==> config.mk <==
export PLATFORM = sky130hd
export DESIGN_NAME = divide_stream
export DESIGN_NICKNAME = d
export VERILOG_FILES = /design/src/rtl/divide_pkg.sv /design/src/rtl/div_core.sv /design/src/rtl/divide_stream.sv
export SDC_FILE = /design/constraint.sdc
export NUM_CORES = 1
export LEC_CHECK = 0
export BUFFER_PORTS_ARGS = -buffer_cell sky130_fd_sc_hd__buf_2
export CAP_MARGIN = 5
export CORE_MARGIN = 2
export CORE_UTILIZATION = 45
export CTS_CLUSTER_SIZE = 24
export DETAILED_ROUTE_END_ITERATION = 10
export GPL_TIMING_DRIVEN = 0
export PLACE_DENSITY = 0.76
export SLEW_MARGIN = 15
export SYNTH_ARGS = -nofsm -noshare
export SYNTH_HDL_FRONTEND = slang
export SYNTH_SLANG_ARGS = --single-unit
==> constraint.sdc <==
create_clock -name clock -period 8.9 [get_ports clock]
set_input_delay 1.78 -clock clock [delete_from_list [all_inputs] [get_ports clock]]
set_output_delay 1.78 -clock clock [all_outputs]
set_load 0.02 [all_outputs]
==> src/rtl/divide_pkg.sv <==
// Shared state encoding and default widths for the signed streaming divider.
package divide_pkg;
    localparam int DEFAULT_DATA_WIDTH = 32;
    localparam int DEFAULT_FRAC_BITS  = 0;

    typedef enum logic [1:0] {
        IDLE  = 2'd0,
        CALC  = 2'd1,
        WRITE = 2'd2
    } state_t;
endpackage

==> src/rtl/div_core.sv <==
// Unsigned radix-2 restoring divider: one quotient bit per cycle, W cycles per division.
module div_core #(
    parameter int W = 32
) (
    input  logic         clock,
    input  logic         reset,
    input  logic         start,
    input  logic [W-1:0] dividend,
    input  logic [W-1:0] divisor,
    output logic         busy,
    output logic         done,
    output logic [W-1:0] quotient
);
    localparam int CW = $clog2(W + 1);

    logic [W-1:0]  rem;
    logic [W-1:0]  div_reg;
    logic [W-1:0]  q_reg;
    logic [CW-1:0] count;
    logic [W:0]    shifted;
    logic [W:0]    trial;

    // The dividend shifts out of q_reg's top while quotient bits shift in at the bottom.
    assign shifted = {rem, q_reg[W-1]};
    assign trial   = shifted - {1'b0, div_reg};

    always_ff @(posedge clock) begin
        if (reset) begin
            rem     <= '0;
            div_reg <= '0;
            q_reg   <= '0;
            count   <= '0;
            busy    <= 1'b0;
        end else if (start && !busy) begin
            rem     <= '0;
            div_reg <= divisor;
            q_reg   <= dividend;
            count   <= '0;
            busy    <= 1'b1;
        end else if (busy) begin
            rem   <= trial[W] ? shifted[W-1:0] : trial[W-1:0];
            q_reg <= W'({q_reg, ~trial[W]});
            count <= count + CW'(1);
            if (count == CW'(W - 1)) begin
                busy <= 1'b0;
            end
        end
    end

    assign done     = busy && (count == CW'(W - 1));
    assign quotient = q_reg;
endmodule

==> src/rtl/divide_stream.sv <==
// FIFO-to-FIFO signed fixed-point divider: pops A and B together, divides, pushes the quotient.
// Define DIVIDE_SATURATE_EN to clamp overflow and divide-by-zero instead of wrapping to 0.
module divide_stream
    import divide_pkg::*;
#(
    parameter int DATA_WIDTH = DEFAULT_DATA_WIDTH,
    parameter int FRAC_BITS  = DEFAULT_FRAC_BITS
) (
    input  logic                  clock,
    input  logic                  reset,
    output logic                  inA_rd_en,
    input  logic                  inA_empty,
    input  logic [DATA_WIDTH-1:0] inA_dout,
    output logic                  inB_rd_en,
    input  logic                  inB_empty,
    input  logic [DATA_WIDTH-1:0] inB_dout,
    output logic                  out_wr_en,
    input  logic                  out_full,
    output logic [DATA_WIDTH-1:0] out_din,
    output state_t                debug_state
);
    localparam int W = DATA_WIDTH + FRAC_BITS;
    localparam logic [DATA_WIDTH-1:0] POS_MAX = {1'b0, {(DATA_WIDTH-1){1'b1}}};
    localparam logic [DATA_WIDTH-1:0] NEG_MIN = {1'b1, {(DATA_WIDTH-1){1'b0}}};

    state_t state, state_next;
    logic pop, push;
    logic core_busy, core_done;
    logic [W-1:0] core_q;
    logic a_neg, b_neg, b_zero;
`ifdef DIVIDE_SATURATE_EN
    logic a_zero;
`endif

    // Unsigned magnitudes; negating the most-negative value yields 2^(DATA_WIDTH-1), which is exact.
    logic [DATA_WIDTH-1:0] a_mag, b_mag;
    assign a_mag = inA_dout[DATA_WIDTH-1] ? -inA_dout : inA_dout;
    assign b_mag = inB_dout[DATA_WIDTH-1] ? -inB_dout : inB_dout;

    div_core #(.W(W)) u_core (
        .clock    (clock),
        .reset    (reset),
        .start    (pop),
        .dividend (W'(a_mag) << FRAC_BITS),
        .divisor  (W'(b_mag)),
        .busy     (core_busy),
        .done     (core_done),
        .quotient (core_q)
    );

    always_ff @(posedge clock) begin
        if (reset) begin
            state  <= IDLE;
            a_neg  <= 1'b0;
            b_neg  <= 1'b0;
            b_zero <= 1'b0;
`ifdef DIVIDE_SATURATE_EN
            a_zero <= 1'b0;
`endif
        end else begin
            state <= state_next;
            if (pop) begin
                a_neg  <= inA_dout[DATA_WIDTH-1];
                b_neg  <= inB_dout[DATA_WIDTH-1];
                b_zero <= (inB_dout == '0);
`ifdef DIVIDE_SATURATE_EN
                a_zero <= (inA_dout == '0);
`endif
            end
        end
    end

    always_comb begin
        state_next = state;
        pop        = 1'b0;
        push       = 1'b0;
        case (state)
            IDLE: begin
                if (!inA_empty && !inB_empty && !core_busy) begin
                    pop        = 1'b1;
                    state_next = CALC;
                end
            end
            CALC: begin
                if (core_done) begin
                    state_next = WRITE;
                end
            end
            WRITE: begin
                if (!out_full) begin
                    push       = 1'b1;
                    state_next = IDLE;
                end
            end
            default: state_next = IDLE;
        endcase
    end

    // A zero magnitude keeps a positive sign so it can never become a nonzero negative.
    logic q_neg;
    logic [W-1:0] q_signed;
    logic [DATA_WIDTH-1:0] result;
    assign q_neg    = (a_neg ^ b_neg) && (core_q != '0);
    assign q_signed = q_neg ? -core_q : core_q;

    always_comb begin
        result = q_signed[DATA_WIDTH-1:0];
`ifdef DIVIDE_SATURATE_EN
        if (b_zero) begin
            result = a_zero ? '0 : (a_neg ? NEG_MIN : POS_MAX);
        end else if (!q_neg && core_q > W'(POS_MAX)) begin
            result = POS_MAX;
        end else if (q_neg && core_q > W'(NEG_MIN)) begin
            result = NEG_MIN;
        end
`else
        if (b_zero) begin
            result = '0;
        end
`endif
    end

    assign inA_rd_en   = pop && !reset;
    assign inB_rd_en   = pop && !reset;
    assign out_wr_en   = push && !reset;
    assign out_din     = (state == WRITE && !reset) ? result : '0;
    assign debug_state = state;
endmodule

==> reports/metrics.cfg <==
[status]
outcome=completed

[clock_network]
ctsResizeCount=0
clkTransAtPathRegs_ns=0.08
postCtsSetupBuffers=0
ctsHtreeMaxLevel=3
cts_tree=done
cts_buffer_depth=2
clock_latency_ns=0.37
cts_sinks=108
cts_root_buf=clkbuf_16
cts_hold_buf=0
cts-buffers-inserted=9

[sta]
drv_slew=0
slew_headroom=0.298
rsz0062_at_grt=no
tns_ns=0
skew_ns=0.00935
tightest_slew_ns=1.04
min_period_ns=5.34
fin_hold_ws_ns=0.468
fin_crit_sh=0.601
setup_viol=0
layout_setup_ws_ns=3.56
hold_viol=0
fmax_ghz=0.187

[yosys]
syn-num-nets=1145
synth.area.top_cells=dfxtp_1 (27%), xor2_1 (7.1%), mux2i_1 (7.0%)
netlist_instances=1039
avgSynthCellArea_sq_um=7.80
yosysUniqueCellTypes=59
synth_warnings=0
ys_seq_area_frac=0.267
synth_edf_count=0
synth_top_area_frac=0.267
ys_ff_latch=108
syn_area_sq_um=8100
async_flop_share=0
synth_ff_type=dfxtp_1
synth_area_leader_cell=dfxtp_1

[route]
vias=7933
ant_nets=0
wl_per_cell_microns=16.4
vias_per_cell=5.72
drt-total-wl_microns=22800
drt_iter0_markers=537
drc=0
first_pass_iters=5

[run]
maxCapViolations=0

[cells_and_area]
layout_commonest_cell=nor2_1
multiInputGateArea_sq_um=5540
drive_gt1_frac=0.121
nNetsFinal=1260
layoutNonFillerInstCount=1388
antenna_cells=0
syn2layout_area_growth_pct=14.1
fillers=1688
final_cell_mix=nor2_1 (121), buf_2 (108), dfxtp_1 (108)
final_core_util=0.518
register_area_sq_um=2160

[worst_setup_path]
regToRegStartpoint=u_core.quotient[31]
cp-end-kind=output port
crit_path_max_fanout=10
r2r_setup_slack_ns=5.31
r2r-end=u_core.rem[30]
worstSetupPathType=primary input to output port
start_kind=primary input
cp_data_required_time_ns=7.12
reg2reg_depth=12
cp.arrival_ns=3.56

[power_and_ir_drop]
p_comb_frac=0.410
ir_drop_v=0.000107
intPower_uw=1080
leakage_uw=0.00365
power_frac_seq=0.321
pwr-share-clk=0.269
power.density_nw_per_um2=188
p_switching_uw=660
swShare=0.380

[die]
die_h_microns=138
die_width_microns=138
coreArea_sq_um=17800
initial_utilization=0.454
dieArea_sq_um=19100
rows=49
ios=106

[global_routing]
antenna_found_initial=0
grt_usage=0.237
grt_pass1_wl_microns=37500
grt_max_degree=21
grt_pass1_vias=7652
grt-ovfl-total=0

[hold_path]
holdPathEnd=b_zero
holdCritStartpoint=b_zero
hold_class=flip-flop to flip-flop
min_delay_path_depth=2

[placement]
io_buffers=104
dp.cells=1372
place.gp.congestion=0.950
place.detailed.hpwl_microns=17600
pre_cts_slack_ns=3.55

worst max path at each step:
| stage | startpoint | to |
|---|---|---|
| after floorplan | inB_empty | inB_rd_en |
| after global placement | inB_empty | inB_rd_en |
| after detailed placement | inB_empty | inB_rd_en |
| after CTS | inB_empty | inB_rd_en |
| after global routing | u_core.quotient[14] | out_din[19] |
| final | inB_empty | inB_rd_en |
worst max-delay path, cell delays in order:
cell and delay [ns]:
buf_2 0.09, or4_1 0.58, or3_1 0.36, clkbuf_1 0.29
inv_1 0.19, buf_4 0.12, buf_2 0.14
through the flow:
| step | total power [uW] | instance area (sq um) |
|---|---|---|
| final | 1740 | 9250 |
| after global placement | 1260 | 8910 |
| after detailed placement | 1270 | 8910 |
| after global routing | 1840 | 9250 |
| after floorplan | 1100 | 8100 |
| after CTS | 1730 | 9250 |
power groups by stage:
stage	clock network [uW]	registers [uW]	logic [uW]
2_1_floorplan	0	559	544
3_3_place_gp	0	567	689
3_5_place_dp	0	568	698
4_1_cts	471	557	704
5_1_grt	489	564	784
6_report	467	558	712
final cells by class:
class | count | share of cell area
plain buffers | 54 | 0.0229
clock buffers | 9 | 0.0244
clock inverters | 7 | 0.0123
inverters | 51 | 0.0207
multi-input cells | 826 | 0.599
flip-flops and latches | 108 | 0.234
well taps | 229 | 0.0310
repair buffers | 104 | 0.0563
metal layers:
metal	GRT usage	wire (microns)
met5	0	0
met4	0.110	768
met3	0.0291	933
met2	0.413	11100
met1	0.292	10000
logic make-up (layout without fill, tap and decap cells):
| logic type | Yosys count | in the layout | share of synthesized area |
|---|---|---|---|
| and+or+nand+nor | 306 | 306 | 0.182 |
| muxes | 57 | 57 | 0.0704 |
| xor gates and xnor gates | 125 | 125 | 0.136 |
| adders and majority gates | 37 | 37 | 0.0581 |
| buffers and inverters | 105 | 225 | 0.0497 |
| DFF | 108 | 108 | 0.267 |
| AOI/OAI and AO/OA | 301 | 301 | 0.237 |
synthesized netlist by cell type, drive strengths merged (10+ instances only):
master    n
o31ai    31
nand2    68
mux2i    57
or4      15
clkbuf   44
o21ai    79
o22ai    10
inv      51
dfxtp   108
xor2     66
a21oi    67
nor3     16
xnor2    59
a211oi   53
ha       36
buf      10
a21o     15
nand3    21
nor2    122
a31oi    12
Power figures use the tool's default switching activity.
